==> config.mk <==
export PLATFORM = sky130hd
export DESIGN_NAME = perf_uart_tx
export DESIGN_NICKNAME = d
export VERILOG_FILES = /design/src/rtl/perf_uart_pkg.sv /design/src/rtl/perf_byte_fifo.sv /design/src/rtl/perf_uart_tx.sv
export SDC_FILE = /design/constraint.sdc
export NUM_CORES = 1
export LEC_CHECK = 0
export CAP_MARGIN = 20
export CORE_MARGIN = 2
export CORE_UTILIZATION = 45
export CTS_BUF_LIST = sky130_fd_sc_hd__clkbuf_16
export DETAILED_ROUTE_END_ITERATION = 6
export DONT_BUFFER_PORTS = 1
export GPL_TIMING_DRIVEN = 1
export REMOVE_ABC_BUFFERS = 1
export SLEW_MARGIN = 15
export SYNTH_ARGS = -nofsm -noshare
export SYNTH_HDL_FRONTEND = slang
export SYNTH_SLANG_ARGS = --single-unit
==> constraint.sdc <==
create_clock -name clk -period 3.7 [get_ports clk]
set_clock_uncertainty 0.2 [all_clocks]
set_input_delay 0.74 -clock clk [delete_from_list [all_inputs] [get_ports clk]]
set_output_delay 0.74 -clock clk [all_outputs]
set_load 0.005 [all_outputs]
==> src/rtl/perf_uart_pkg.sv <==
// Shared types and constants for the performance-counter UART transmitter.
package perf_uart_pkg;

    typedef enum logic [1:0] {
        ST_IDLE  = 2'd0,
        ST_START = 2'd1,
        ST_DATA  = 2'd2,
        ST_STOP  = 2'd3
    } uart_state_e;

    localparam int UART_DATA_BITS       = 8;
    localparam int UART_STOP_BITS       = 1;
    localparam int DEFAULT_CLKS_PER_BIT = 868;

    // Ceiling log2, usable in constant expressions.
    function automatic int clog2(input int value);
        int r;
        r = 0;
        while ((1 << r) < value) begin
            r = r + 1;
        end
        return r;
    endfunction

endpackage

==> src/rtl/perf_byte_fifo.sv <==
// Byte FIFO buffering counter samples while a frame is on the wire.
// A push into a full FIFO is accepted only when a pop happens in the same cycle.
module perf_byte_fifo #(
    parameter int FIFO_DEPTH = 4,
    parameter int FIFO_AW    = 2
) (
    input  logic               clk,
    input  logic               rstn,
    input  logic               push_i,
    input  logic [7:0]         data_i,
    input  logic               pop_i,
    output logic [7:0]         data_o,
    output logic               full_o,
    output logic               empty_o,
    output logic [FIFO_AW:0]   count_o
);

    logic [7:0]         mem_q [FIFO_DEPTH];
    logic [FIFO_AW-1:0] wr_ptr_q, wr_ptr_d;
    logic [FIFO_AW-1:0] rd_ptr_q, rd_ptr_d;
    logic [FIFO_AW:0]   count_q, count_d;
    logic               wr_en;
    logic               rd_en;

    assign full_o  = (count_q == (FIFO_AW+1)'(FIFO_DEPTH));
    assign empty_o = (count_q == '0);
    assign rd_en   = pop_i & ~empty_o;
    assign wr_en   = push_i & (~full_o | rd_en);
    assign data_o  = mem_q[rd_ptr_q];
    assign count_o = count_q;

    // Next pointers and occupancy; pointers wrap naturally at the power-of-two depth.
    always_comb begin
        wr_ptr_d = wr_ptr_q;
        rd_ptr_d = rd_ptr_q;
        count_d  = count_q;
        if (wr_en) begin
            wr_ptr_d = wr_ptr_q + FIFO_AW'(1);
        end
        if (rd_en) begin
            rd_ptr_d = rd_ptr_q + FIFO_AW'(1);
        end
        case ({wr_en, rd_en})
            2'b10:   count_d = count_q + (FIFO_AW+1)'(1);
            2'b01:   count_d = count_q - (FIFO_AW+1)'(1);
            default: count_d = count_q;
        endcase
    end

    // Pointer and count registers; reset empties the FIFO.
    always_ff @(posedge clk) begin
        if (!rstn) begin
            wr_ptr_q <= '0;
            rd_ptr_q <= '0;
            count_q  <= '0;
        end else begin
            wr_ptr_q <= wr_ptr_d;
            rd_ptr_q <= rd_ptr_d;
            count_q  <= count_d;
        end
    end

    // Storage write; contents need no reset since occupancy gates every read.
    always_ff @(posedge clk) begin
        if (wr_en) begin
            mem_q[wr_ptr_q] <= data_i;
        end
    end

endmodule

==> src/rtl/perf_uart_tx.sv <==
// 8N1 UART transmitter draining the performance-counter byte stream.
// Each rising edge of start_i queues one byte; bytes leave LSB-first on tx_o.
module perf_uart_tx
    import perf_uart_pkg::*;
#(
    parameter int CLKS_PER_BIT = DEFAULT_CLKS_PER_BIT,
    parameter int FIFO_DEPTH   = 4,
    parameter int FIFO_AW      = 2
) (
    input  logic             clk,
    input  logic             rstn,
    input  logic             start_i,
    input  logic [7:0]       data_i,
    output logic             tx_o,
    output logic             busy_o,
    output logic [FIFO_AW:0] fifo_count_o,
    output logic             overflow_o
);

    localparam int STOP_CLKS = CLKS_PER_BIT * UART_STOP_BITS;
    localparam int TW        = clog2(STOP_CLKS);
    localparam int IW        = clog2(UART_DATA_BITS);
    localparam logic [TW-1:0] BIT_LAST  = TW'(CLKS_PER_BIT - 1);
    localparam logic [TW-1:0] STOP_LAST = TW'(STOP_CLKS - 1);
    localparam logic [IW-1:0] IDX_LAST  = IW'(UART_DATA_BITS - 1);

    uart_state_e         state_q;
    logic                tx_q;
    logic [TW-1:0]       timer_q;
    logic [IW-1:0]       idx_q;
    logic [7:0]          shift_q;
    logic                overflow_q;
    logic                start_prev_q;

    logic                push;
    logic                pop;
    logic [7:0]          fifo_rdata;
    logic                fifo_full;
    logic                fifo_empty;
    logic [FIFO_AW:0]    fifo_count;

    // A long start_i level produces a single request; start_prev resets high so a
    // level already present at reset release is ignored.
    assign push = start_i & ~start_prev_q;
    assign pop  = (state_q == ST_IDLE) & ~fifo_empty;

    perf_byte_fifo #(
        .FIFO_DEPTH (FIFO_DEPTH),
        .FIFO_AW    (FIFO_AW)
    ) u_fifo (
        .clk     (clk),
        .rstn    (rstn),
        .push_i  (push),
        .data_i  (data_i),
        .pop_i   (pop),
        .data_o  (fifo_rdata),
        .full_o  (fifo_full),
        .empty_o (fifo_empty),
        .count_o (fifo_count)
    );

    // Frame sequencer: tx_q is loaded with the level of the state being entered.
    always_ff @(posedge clk) begin
        if (!rstn) begin
            state_q      <= ST_IDLE;
            tx_q         <= 1'b1;
            timer_q      <= '0;
            idx_q        <= '0;
            overflow_q   <= 1'b0;
            start_prev_q <= 1'b1;
        end else begin
            start_prev_q <= start_i;
            if (push && fifo_full && !pop) begin
                overflow_q <= 1'b1;
            end
            case (state_q)
                ST_IDLE: begin
                    tx_q <= 1'b1;
                    if (!fifo_empty) begin
                        shift_q <= fifo_rdata;
                        timer_q <= '0;
                        tx_q    <= 1'b0;
                        state_q <= ST_START;
                    end
                end
                ST_START: begin
                    if (timer_q == BIT_LAST) begin
                        timer_q <= '0;
                        idx_q   <= '0;
                        tx_q    <= shift_q[0];
                        state_q <= ST_DATA;
                    end else begin
                        timer_q <= timer_q + TW'(1);
                    end
                end
                ST_DATA: begin
                    if (timer_q == BIT_LAST) begin
                        timer_q <= '0;
                        if (idx_q == IDX_LAST) begin
                            tx_q    <= 1'b1;
                            state_q <= ST_STOP;
                        end else begin
                            shift_q <= shift_q >> 1;
                            idx_q   <= idx_q + IW'(1);
                            tx_q    <= shift_q[1];
                        end
                    end else begin
                        timer_q <= timer_q + TW'(1);
                    end
                end
                ST_STOP: begin
                    if (timer_q == STOP_LAST) begin
                        timer_q <= '0;
                        tx_q    <= 1'b1;
                        state_q <= ST_IDLE;
                    end else begin
                        timer_q <= timer_q + TW'(1);
                    end
                end
                default: begin
                    tx_q    <= 1'b1;
                    state_q <= ST_IDLE;
                end
            endcase
        end
    end

    assign tx_o         = tx_q;
    assign busy_o       = (state_q != ST_IDLE) | ~fifo_empty;
    assign fifo_count_o = fifo_count;
    assign overflow_o   = overflow_q;

endmodule

; ---- Word-level counts from Yosys, hierarchy flattened
; Memories as Yosys holds them, arrays and structs flattened. A register that Yosys moved wholly into a read port is not among the register bits.
; Index checks and enable logic that the tools add are counted.
[totals]
reg_bits = 33
latchBits = 0
ramBits = 32
romBits = 0
inputBits = 11
out_inout_bits = 6
word_cells = 82
n_memories = 1
[op_classes]
n_addsub = 6
multipliers = 0
div_mod_pow = 0
n_lt_le_gt_ge = 0
eq_ne = 14
shift = 0
muxes = 28
n_bitwise = 9
reduce_logical = 14
[memory_table]
columns = name, depth, word_bits, read_ports, rd_clocked_by_memory_dff, wr, line_no
row1 = u_fifo.mem_q, 4, 8, 1, 1, 1, perf_byte_fifo.sv:18  ; logic [7:0] mem_q [FIFO_DEPTH];
[ops]
columns = cell, n
row1 = $mux W8, 3
row2 = $mux W10, 2
row3 = $pmux W10 S2, 1
row4 = $pmux W8 S2, 1
row5 = $mux W2, 7
row6 = $ne A2 B2 Y1 const B, 6
row7 = $pmux W3 S2, 2
row8 = $add A10 B1 Y10 const B, 1
row9 = $eq A10 B10 Y1 const B, 1
row10 = $reduce_and A5 Y1, 2
row11 = $mux W3, 3
row12 = $pmux W2 S4, 1
row13 = $reduce_bool A2 Y1, 4
row14 = $mux W1, 7
row15 = $add A3 B1 Y3 const B, 2
row16 = $eq A2 B2 Y1 const B, 3
row17 = $eq A3 B3 Y1 const B, 2
row18 = $add A2 B1 Y2 const B, 2
row19 = $and A1 B1 Y1, 4
row20 = $eq A2 B1 Y1 const B, 2
row21 = $pmux W1 S4, 1
row22 = $reduce_and A4 Y1, 1
row23 = $logic_not A3 Y1, 1
row24 = $not A1 Y1, 3
row25 = other kinds (7), 9

; ---- Depth between registers and ports, before layout
[depth]
depth_word = 8
ltp_mapped = 12
depth_no_buf = 11

; ---- Modules after synthesis
; A second synthesis with hierarchy kept.
[hier_totals]
cells_unflattened = 237
hier_area_um2 = 3041.7
[by_module_without_submodules]
columns = module, n_inst, cells_per_inst, area_each_um2, seq_area_each_um2
row1 = perf_byte_fifo, 1, 96, 1645.3, 1141.1
row2 = perf_uart_tx, 1, 141, 1396.3, 600.6

; ---- Least setup slack after synthesis
; Ideal clock, no wire load.
[synth_path]
kind = register -> register
from = register state_q[0]
to = register u_fifo.count_q[2], in the netlist u_fifo.count_o[2]
setup_ps = 73
arrival_time_ps = 2485
t_required_ps = 3427
slack_ps = 942
stages_incl_launch_ff = 13
n_path_buf = 1
synth_period_minus_slack_ps = 2758
path_cell_list = dfxtp_1 -> inv_1 -> ha_1 -> buf_6 -> nor4b_1 -> nor3b_2 -> inv_1 -> ha_1 -> inv_1 -> fa_1 -> xor2_1 -> or3_1 -> a21oi_1
[synth_between]
elab_chain_cells = 7
word_cells_on_any_way = 9
classes_between = 2 x eq/ne / 1 x mux / 4 x bitwise / 2 x reduce/logical
[synth_lines]
columns = item, line_no
row1 = from (decl), perf_uart_tx.sv:27  ; uart_state_e state_q;
row2 = from (signal assigned), perf_uart_tx.sv:65  ; state_q <= ST_IDLE;
row3 = from (signal assigned), perf_uart_tx.sv:83  ; state_q <= ST_START;
row4 = from (signal assigned), perf_uart_tx.sv:91  ; state_q <= ST_DATA;
row5 = $logic_not A2 Y1 (*), perf_uart_tx.sv:45  ; assign pop = (state_q == ST_IDLE) & ~fifo_empty;
row6 = $and A1 B1 Y1 (*), perf_uart_tx.sv:45
row7 = $and A1 B1 Y1 (*), perf_byte_fifo.sv:27  ; assign rd_en = pop_i & ~empty_o;
row8 = $or A1 B1 Y1, perf_byte_fifo.sv:28  ; assign wr_en = push_i & (~full_o | rd_en);
row9 = $and A1 B1 Y1, perf_byte_fifo.sv:28
row10 = $eq A2 B1 Y1 or $eq A2 B2 Y1 (tied branches), perf_byte_fifo.sv:43  ; case ({wr_en, rd_en})
row11 = $pmux W3 S2 or $reduce_bool A2 Y1 (tied branches), n/a
row12 = to (signal assigned), perf_byte_fifo.sv:59  ; count_q <= count_d;
row13 = to (decl), perf_byte_fifo.sv:21  ; logic [FIFO_AW:0] count_q, count_d;
; Every way passes the cells marked *; elsewhere a longest branch is shown, timed or not.
; A chain may end at the register's enable or synchronous reset.

; ---- Final worst setup path
; Ends and elaborated chain as after synthesis.

==> metrics.yaml <==
outcome:
  outcome: "finished clean"
detailed_routing:
  detail_route.drc_violations: 0
  detailed_routing_iteration_count_for_the_pre_antenna_repair_pass: 4
  dr_total_vias: 1736
  average_vias_per_placed_instance: 5.53
  detail_route.iter0.violations: 104
  wl_per_cell_um: 15.7
  count_of_nets_left_with_antenna_violations_after_detail_routing: 0
  drt-total-wl_um: 4940
pwr:
  powerDensity_nw_per_um2: 719
  leakage_uw: 0.00113
  ir_drop_uv: 308
  design_power_total_uw: 2390
sta:
  maxSlewViolCount: 0
  final_critical_path_required_period_ns: 3.02
  timing.final.crit_share_pct: 81.5
  holdWs_ns: 0.261
  setup-violations-final: 0
  finalHoldViolCount: 0
  setup-tns-final_ns: 0
  achievable-frequency_mhz: 332
  worstMarginPinSlew_ns: 0.582
  rsz0062_at_grt: "no"
  slew_headroom_pct: 61.2
global_routing:
  grt.total_usage_pct: 14.9
  vias_in_the_first_global_route: 1683
  global_route_wire_length_before_repair_um: 8340
  pin_count_of_the_biggest_net_entering_global_routing: 19
  grt_antenna_before_repair: 0
  globalRouteOverflowTotal: 0
place:
  dp.final_hpwl_um: 3290
  io_buf_count: 0
  finalWeightedCongestion: 0.747
  dpl_cell_area_sq_um: 3050
cts:
  clk_transition_reported_paths_ns: 0.06
  clkSinkCount: 67
  cts_tree: "yes"
  clock_tree.htree_level_count: 3
  cts_post_setup_buffers_inserted: 0
  cts-buffers-inserted: 9
  postCtsHoldBufs: 0
  post_cts_resized: 0
  cts-root-to-sink-buffers: 2
  cts.root.buffer_cell: "clkbuf_16"
  worstSkewPairLatency_ns: 0.32
final_layout:
  finish.utilization_pct: 52.1
  fillers: 554
  area_delta_synth_final_pct: 11.0
  finish.instance_area_sq_um: 3330
  drive_above_1_share_pct: 17.7
  final_net_count: 257
  n_antenna_cell: 0
critical_path:
  timing.critical_path.fanout_max: 9
  worstPathRequired_ns: 3.74
  worst-endpoint-arrival_ns: 3.06
  end_kind: "register"
  crit_path_start_kind: "register"
  worstSetupPathType: "reg -> reg"
logic_synthesis:
  postSynth.topFlopCell: "edfxtp_1"
  synth_async_sr_flop_share_pct: 0
  synth_edf_count: 40
  synth_area_per_cell_sq_um: 13.1
  ys_types: 53
  synth.cell_area_sq_um: 3000
  synthesis.instances: 228
  yosys_warnings: 0
  sequential_fraction_of_the_synthesis_area_pct: 58.1
  post_synthesis_sequential_element_count: 67
die:
  die_width_um: 85.6
  core_area_sq_um: 6390
  floorplan.initialDensity_pct: 46.9
  floorplan.die.height_um: 85.6
  die_area_sq_um: 7330
  num_rows: 29
  top_level_ports: 17
worst_hold_path:
  classification_of_the_worst_slack_hold_path: "reg -> reg"
job:
  cap_viol_max_count: 0
[through the flow]
step	setup slack, ns	cells
floorplan	0.947	219
global placement	0.806	298
detailed placement	0.700	298
CTS	0.664	314
global route	0.451	314
finish	0.684	314
[sequential cells by signal, summed over array words and instances (netlist names), named ones only]
register,count
u_fifo.mem_q,32
timer_q,10
shift_q,8
idx_q,3
u_fifo.count_o,3
state_q,2
u_fifo.rd_ptr_q,2
u_fifo.wr_ptr_q,2
overflow_o,1
start_prev_q,1
tx_o,1
[placed cells by master (no fill, tap or decap), types with 3 or more instances in the layout]
| master | netlist | final |
|---|---|---|
| a21oi_1 | 10 | 10 |
| a31oi_1 | 8 | 8 |
| and2_1 | 4 | 4 |
| clkbuf_16 | 0 | 9 |
| clkinvlp_4 | 0 | 3 |
| dfxtp_1 | 27 | 27 |
| edfxtp_1 | 40 | 40 |
| ha_1 | 13 | 13 |
| inv_1 | 11 | 12 |
| mux2_2 | 7 | 7 |
| mux2i_1 | 3 | 3 |
| mux4_2 | 8 | 8 |
| nand2_1 | 13 | 13 |
| nand2b_1 | 3 | 3 |
| nand3_1 | 4 | 4 |
| nand4_1 | 3 | 3 |
| nor2_1 | 15 | 15 |
| nor2b_1 | 3 | 3 |
| nor3_1 | 3 | 3 |
| o21ai_0 | 8 | 8 |
| xor2_1 | 3 | 3 |
[worst paths after layout]
check                     startpoint                             end  slack, ns  cells past startpoint
max          state_q[0]$_SDFFE_PN0P_  u_fifo.count_o[2]$_SDFFE_PN0P_       0.68                     11
min            idx_q[2]$_SDFFE_PN0P_           idx_q[2]$_SDFFE_PN0P_       0.26                      2
max reg2reg  state_q[0]$_SDFFE_PN0P_  u_fifo.count_o[2]$_SDFFE_PN0P_       0.68                     11
min reg2reg    idx_q[2]$_SDFFE_PN0P_           idx_q[2]$_SDFFE_PN0P_       0.26                      2
[power breakdown]
| group | leakage [uW] | internal [uW] | switching (uW) |
|---|---|---|---|
| clock network | 0.000130 | 456 | 320 |
| registers | 0.000583 | 907 | 91.6 |
| logic | 0.000419 | 296 | 323 |
[worst max-delay path, cell delays in order (launching register included)]
cell     delay, ns
dfxtp_1       0.39
inv_1         0.10
ha_1          0.33
nor4b_1       0.49
nor3b_2       0.17
inv_1         0.08
ha_1          0.17
inv_1         0.06
fa_1          0.37
xor2_1        0.15
or3_1         0.30
a21oi_1       0.13
[synthesized netlist by cell type (2+ instances only)]
| cell type | n | area share, % |
|---|---|---|
| nor2_1 | 15 | 1.9 |
| a21oi_1 | 10 | 1.7 |
| nor3_1 | 3 | 0.50 |
| buf_2 | 2 | 0.33 |
| clkbuf_1 | 3 | 0.38 |
| dfxtp_1 | 27 | 18 |
| xor2_1 | 3 | 0.88 |
| mux2i_1 | 3 | 1.0 |
| a31oi_1 | 8 | 1.7 |
| nand2_1 | 13 | 1.6 |
| nor4b_1 | 3 | 0.88 |
| nand3_1 | 4 | 0.67 |
| and2_1 | 4 | 0.83 |
| mux2_2 | 7 | 2.6 |
| mux4_2 | 8 | 6.0 |
| o21ai_0 | 8 | 1.3 |
| xnor2_1 | 2 | 0.58 |
| nand2b_1 | 3 | 0.63 |
| o31a_1 | 2 | 0.58 |
| nor2b_1 | 3 | 0.63 |
| inv_1 | 11 | 1.4 |
| buf_6 | 2 | 0.75 |
| edfxtp_1 | 40 | 40 |
| ha_1 | 13 | 5.4 |
| nand4_1 | 3 | 0.63 |
[per-layer routing]
layer | share of wire [%] | vias to the layer above | global-route usage [%]
met3 | 3.7 | 8 | 4.81
met5 | 0 | - | 0
met4 | 1.7 | 0 | 6.06
met1 | 48 | 849 | 20.3
li1 | - | 856 | -
met2 | 46 | 23 | 22.0
[cell families (layout without fill, tap and decap cells)]
group                    after synthesis  in the layout  synth area share, %
multiplexers                          18             18                 9.64
AND/OR/NAND/NOR                       66             66                 12.6
flip-flops                            67             67                 58.1
XOR/XNOR                               5              5                 1.46
AO/OA/AOI/OAI                         37             37                 8.39
adder cells (fa/ha/maj)               14             14                 6.09
buffers and inverters                 21             30                 3.67
[layout make-up]
| cell class | count | area (sq um) | share of cell area, % |
|---|---|---|---|
| multi-input cells | 140 | 1150 | 34.6 |
| clock inverters | 7 | 52.6 | 1.58 |
| inverters | 12 | 45.0 | 1.35 |
| clock buffers | 9 | 225 | 6.77 |
| repair buffers | 2 | 15.0 | 0.451 |
| flip-flops and latches | 67 | 1740 | 52.3 |
| well taps | 77 | 96.3 | 2.89 |
Note: power is estimated with default switching activity, not from simulation.
